--- src/rtl/uart_cal_ctrl.sv ---
// uart_cal_ctrl -- command sequencer of the UART calculator.
// Parses "<A><op><B>=" from the rx byte stream, evaluates it and issues one
// 32-bit result word to the tx side; any error issues 32'hFFFF_FFFF.
// Optional feature macro: UART_CAL_TIMEOUT_EN (inter-byte timeout of TO_CYC cycles).
module uart_cal_ctrl #(
  parameter int unsigned OP_W    = 16,
  parameter int unsigned DIV_CYC = OP_W,
  parameter int unsigned TO_CYC  = 1_000_000
) (
  input  logic        clk,
  input  logic        rst,
  input  logic [7:0]  rx_data,
  input  logic        rx_valid,
  output logic [31:0] tx_data,
  output logic        tx_valid,
  input  logic        tx_busy,
  output logic        busy,
  output logic        err
);

  typedef enum logic [2:0] {IDLE, OPA, OPB_START, OPB, CALC, DIV, SEND, ERR} state_t;
  typedef enum logic [2:0] {OP_NONE, OP_ADD, OP_SUB, OP_MUL, OP_DIV} op_t;

  localparam int unsigned CNT_W = $clog2(DIV_CYC) + 1;

  state_t           state, state_d;
  op_t              op, op_dec;
  logic [OP_W-1:0]  a, b;
  logic [OP_W-1:0]  rem;
  logic [31:0]      res;
  logic [CNT_W-1:0] div_cnt;

  logic             is_digit, is_op, is_eq, is_space, is_clear;
  logic [3:0]       dig;
  logic [OP_W+3:0]  acc;
  logic             acc_ovf;
  logic [OP_W:0]    shifted, trial;
  logic [OP_W-1:0]  rem_d, quo_d;
  logic             in_expr, to_hit;

  // Classify the incoming byte and form the decimal-accumulate candidate
  always_comb begin
    is_digit = (rx_data >= 8'h30) && (rx_data <= 8'h39);
    dig      = rx_data[3:0];
    is_eq    = (rx_data == 8'h3D);
    is_space = (rx_data == 8'h20);
    is_clear = (rx_data == 8'h43) || (rx_data == 8'h0D);
    op_dec   = OP_NONE;
    case (rx_data)
      8'h2B:   op_dec = OP_ADD;
      8'h2D:   op_dec = OP_SUB;
      8'h2A:   op_dec = OP_MUL;
      8'h2F:   op_dec = OP_DIV;
      default: op_dec = OP_NONE;
    endcase
    is_op   = (op_dec != OP_NONE);
    acc     = ({4'd0, ((state == OPA) ? a : b)} * (OP_W+4)'(10)) + (OP_W+4)'(dig);
    acc_ovf = |acc[OP_W+3:OP_W];
  end

  // One restoring-division step; quotient bits shift into a as dividend bits leave
  always_comb begin
    shifted = {rem, a[OP_W-1]};
    trial   = shifted - {1'b0, b};
    if (trial[OP_W]) begin
      rem_d = shifted[OP_W-1:0];
      quo_d = {a[OP_W-2:0], 1'b0};
    end else begin
      rem_d = trial[OP_W-1:0];
      quo_d = {a[OP_W-2:0], 1'b1};
    end
  end

  assign in_expr = (state == OPA) || (state == OPB_START) || (state == OPB);

`ifdef UART_CAL_TIMEOUT_EN
  logic [31:0] to_cnt;

  // Inter-byte timer: restarts on every byte and whenever no expression is open
  always_ff @(posedge clk) begin
    if (rst || rx_valid || !in_expr) to_cnt <= '0;
    else                             to_cnt <= to_cnt + 32'd1;
  end

  assign to_hit = !rx_valid && (to_cnt == 32'(TO_CYC - 1));
`else
  assign to_hit = 1'b0;
`endif

  // State register
  always_ff @(posedge clk) begin
    if (rst) state <= IDLE;
    else     state <= state_d;
  end

  // Next-state decode; spaces are ignored and bytes outside the parse states are dropped
  always_comb begin
    state_d = state;
    case (state)
      IDLE:      if (rx_valid && !is_space && !is_clear) state_d = is_digit ? OPA : ERR;
      OPA:       if (rx_valid && !is_space) begin
                   if (is_clear)      state_d = IDLE;
                   else if (is_digit) state_d = acc_ovf ? ERR : OPA;
                   else if (is_op)    state_d = OPB_START;
                   else               state_d = ERR;
                 end
      OPB_START: if (rx_valid && !is_space) state_d = is_clear ? IDLE : (is_digit ? OPB : ERR);
      OPB:       if (rx_valid && !is_space) begin
                   if (is_clear)      state_d = IDLE;
                   else if (is_digit) state_d = acc_ovf ? ERR : OPB;
                   else if (is_eq)    state_d = CALC;
                   else               state_d = ERR;
                 end
      CALC:      if (op == OP_DIV) state_d = (b == '0) ? ERR : DIV;
                 else              state_d = SEND;
      DIV:       if (div_cnt == CNT_W'(DIV_CYC - 1)) state_d = SEND;
      SEND:      if (!tx_busy) state_d = IDLE;
      ERR:       state_d = SEND;
      default:   state_d = IDLE;
    endcase
    if (in_expr && to_hit) state_d = ERR;
  end

  assign busy = (state == CALC) || (state == DIV) || (state == SEND);
  assign err  = (state == ERR);

  // Operand, operator, divider and tx registers
  always_ff @(posedge clk) begin
    if (rst) begin
      a        <= '0;
      b        <= '0;
      op       <= OP_NONE;
      rem      <= '0;
      res      <= '0;
      div_cnt  <= '0;
      tx_data  <= '0;
      tx_valid <= 1'b0;
    end else begin
      tx_valid <= 1'b0;
      case (state)
        IDLE:      if (rx_valid && is_digit) a <= OP_W'(dig);
        OPA:       if (rx_valid) begin
                     if (is_digit) a  <= acc[OP_W-1:0];
                     if (is_op)    op <= op_dec;
                   end
        OPB_START: if (rx_valid && is_digit) b <= OP_W'(dig);
        OPB:       if (rx_valid && is_digit) b <= acc[OP_W-1:0];
        CALC: begin
          rem     <= '0;
          div_cnt <= '0;
          case (op)
            OP_ADD:  res <= 32'(a) + 32'(b);
            OP_SUB:  res <= 32'(a) - 32'(b);
            OP_MUL:  res <= 32'(a) * 32'(b);
            default: res <= res;
          endcase
        end
        DIV: begin
          a       <= quo_d;
          rem     <= rem_d;
          div_cnt <= div_cnt + CNT_W'(1);
          if (div_cnt == CNT_W'(DIV_CYC - 1)) res <= 32'(quo_d);
        end
        SEND:      if (!tx_busy) begin
                     tx_data  <= res;
                     tx_valid <= 1'b1;
                   end
        ERR:       res <= '1;
        default:   ;
      endcase
      if (state_d == IDLE && state != IDLE) begin
        a  <= '0;
        b  <= '0;
        op <= OP_NONE;
      end
    end
  end

endmodule

--- config.mk ---
export PLATFORM = sky130hd
export DESIGN_NAME = uart_cal_ctrl
export DESIGN_NICKNAME = d
export VERILOG_FILES = /design/src/rtl/uart_cal_ctrl.sv
export SDC_FILE = /design/constraint.sdc
export NUM_CORES = 1
export LEC_CHECK = 0
export ABC_AREA = 1
export CAP_MARGIN = 20
export CORE_MARGIN = 1.5
export CORE_UTILIZATION = 60
export DETAILED_ROUTE_END_ITERATION = 6
export GPL_TIMING_DRIVEN = 1
export HOLD_SLACK_MARGIN = 0.15
export PLACE_DENSITY = 0.78
export SETUP_SLACK_MARGIN = 0.15
export SLEW_MARGIN = 40
export SYNTH_ARGS = -nofsm -noshare
export SYNTH_HDL_FRONTEND = slang
export SYNTH_SLANG_ARGS = --single-unit
--- constraint.sdc ---
create_clock -name clk -period 6.5 [get_ports clk]
set_input_delay 0.65 -clock clk [delete_from_list [all_inputs] [get_ports clk]]
set_output_delay 0.65 -clock clk [all_outputs]
set_load 0.02 [all_outputs]
==> qor.csv <==
metric;value;unit
area_delta_synth_final;8.07;%
start_util;0.608;
port_buffers;46;
status;complete, no violations;
synth-edff-count;0;
hpwl;44700;um
syn_avg_cell_area;6.96;um^2
critPathMaxFanout;10;
htree_levels;4;
synthesis.area;0.0185;mm^2
drt-initial-drc-count;1857;
cp_cell_sequence;buf_4 > ha_1 > fa_1 > fa_1 > inv_1 > fa_1 > fa_1 > inv_1 > fa_1 > ha_1 > ha_1 > a21oi_1 > o21ai_0 > a21oi_1 > nand3_1 > nand2_1 > nand3_1 > or2_2 > nand3_1 > nand2_1 > nand2_1 > a221oi_1;
hold_viol;0;
design.die.area;0.0319;mm^2
post_cts_buffers;0;
hp-class;register to register;
wirelength;56600;um
nNetsFinal;3043;
place_congestion;1.04;
avgViaCountPerCell;5.72;
finalCritPeriodShare;0.944;
fp.dieW;179;um
cts_buffers;17;
num_rows;64;
core_area;0.0304;mm^2
pwr_density_cell;160;mW/mm^2
arrival;6.43;ns
gr-total-overflow;0;
path_buf_inv;3;
path_clk_slew;0.06;ns
setup-tns-final;0;ns
synth_cells;2657;
slew_headroom;0.476;
avgRoutedWirePerCell;18.5;um
clk_latency;0.44;ns
finalClockSkew;0.0149;ns
die_y;179;um
synth.net_count;3052;
clk_path_buf_depth;2;
clock_sinks;124;
antenna_found_initial;0;
ctsHoldBuffers;0;
path_class;register to register;
timing.hold.ws;0.457;ns
grt_setup_unrepaired;false;
ys_types;54;
crit_top_cell;fa_1;
grt_usage;0.366;
grt_pass1_wl;89500;um
dp_cells;3025;
setup-violations-final;0;
cp-start-kind;register;
cp_top_family;adder cells;
synth-seq-cells;124;
cp_slowest_stage_delay;0.66;ns
first_global_vias;17300;
ant_nets;0;
via_count;17500;
async_flop_share;0;
vdd_drop_max;0.000460;V
worst_setup_path_end_kind;register;
dr.pass1.iters;6;
insertedDiodeCount;0;
synth_top_flop_cell;dfxtp_1;
fin_cells;3057;
tightest_slew;0.785;ns
layout_commonest_cell;nand2_1;
layout.cells.most_common_list;nand2_1 (577), inv_1 (546), fa_1 (199);
cts_tree;done;
critPathSlowestCell;dfxtp_1;
layout_min_cycle_time;6.14;ns
seq_area_frac_synth;0.134;
ioPinCount;47;
p_leak;10.7;nW
drc_errors;0;
drv_slew;0;
crit_required;6.79;ns
cts_root_buf;clkbuf_16;
grt_max_degree;48;
drive_above_1_share;0.0748;
max_freq;163;MHz
max_cap_violations;0;
yosys_warnings;0;
logic make-up (layout without fill, tap and decap cells):
kind of cell    after synthesis  count (layout)  synth area share
simple gates                928             928             0.208
buf+inv                     687             691             0.144
compound gates              491             491             0.152
fa+ha+maj                   383             383             0.340
flops                       124             124             0.134
xor+xnor                     43              43            0.0214
mux                           1               1          0.000609
routing by layer:
layer | wire length, um | vias up | GRT usage
met1 | 22600 | 8239 | 0.453
met3 | 4730 | 179 | 0.0616
met4 | 3080 | 0 | 0.184
li1 | - | 8259 | -
met2 | 26200 | 803 | 0.616
met5 | 0 | - | 0
cell usage after synthesis (9+ instances only):
master / n / area [um^2]
a21oi_1: 194 / 971
a21oi_2: 31 / 272
clkbuf_1: 111 / 417
dfxtp_1: 124 / 2480
fa_1: 199 / 3980
ha_1: 184 / 2300
inv_1: 548 / 2060
inv_2: 10 / 37.5
nand2_1: 578 / 2170
nand2_2: 13 / 81.3
nand3_1: 81 / 405
nand4_1: 19 / 119
nor2_1: 182 / 683
nor3_1: 16 / 80.1
o211ai_1: 21 / 158
o21ai_0: 163 / 816
o21ai_1: 10 / 50.1
o22ai_1: 22 / 138
or2_2: 9 / 56.3
xnor2_1: 22 / 193
xor2_1: 20 / 175
final timing paths:
check,cells after the start,start,slack [ns],endpoint
setup / recovery,22,b[11],0.36,res[31]
hold / removal,2,res[25],0.46,tx_data[25]
setup reg to reg,22,b[11],0.36,res[31]
hold reg to reg,2,res[25],0.46,tx_data[25]
metrics by stage:
stage          worst slack (ns)  total power [mW]  area [um^2]   util
2_1_floorplan             0.609              1.90        18500      -
3_3_place_gp              0.330              2.17        19300  0.634
3_5_place_dp              0.175              2.20        19300  0.634
4_1_cts                   0.270              3.18        19900  0.654
5_1_grt                   0.154              3.37        20000  0.657
6_report                  0.362              3.20        20000  0.657
what timing repair did:
item,in CTS,in global routing
resized for setup,1,31
cloned,0,0
setup endpoints to repair,2,16
pin swaps,0,1
worst register-to-register path: stages, from the launching register on:
cell and delay (ns):
dfxtp_1 0.66, buf_4 0.30, ha_1 0.28, fa_1 0.49, fa_1 0.55, inv_1 0.05, fa_1 0.45, fa_1 0.49
inv_1 0.05, fa_1 0.50, ha_1 0.32, ha_1 0.34, a21oi_1 0.27, o21ai_0 0.17, a21oi_1 0.14, nand3_1 0.21
nand2_1 0.11, nand3_1 0.08, or2_2 0.28, nand3_1 0.07, nand2_1 0.05, nand2_1 0.08, a221oi_1 0.07
area by class of cell:
class | instances | area, um^2
multi-input combinational | 1846 | 13400
fill | 2767 | 10400
sequential | 124 | 2500
timing repair buffer | 99 | 878
clock buffer | 18 | 439
clock inverter | 14 | 160
inverter | 560 | 2100
tap | 396 | 495
power breakdown:
| part | switching, mW | internal [mW] |
|---|---|---|
| registers | 0.0872 | 0.833 |
| clock network | 0.409 | 0.583 |
| logic | 0.900 | 0.390 |
| total | 1.40 | 1.81 |
state kept, by name, summed over array words and instances, names as in the netlist:
| register | cells |
|---|---|
| tx_valid | 1 |
| rem | 16 |
| b | 16 |
| div_cnt | 5 |
| a | 16 |
| tx_data | 32 |
| op | 3 |
| state | 3 |
| res | 32 |
Power figures use the tool's default switching activity.
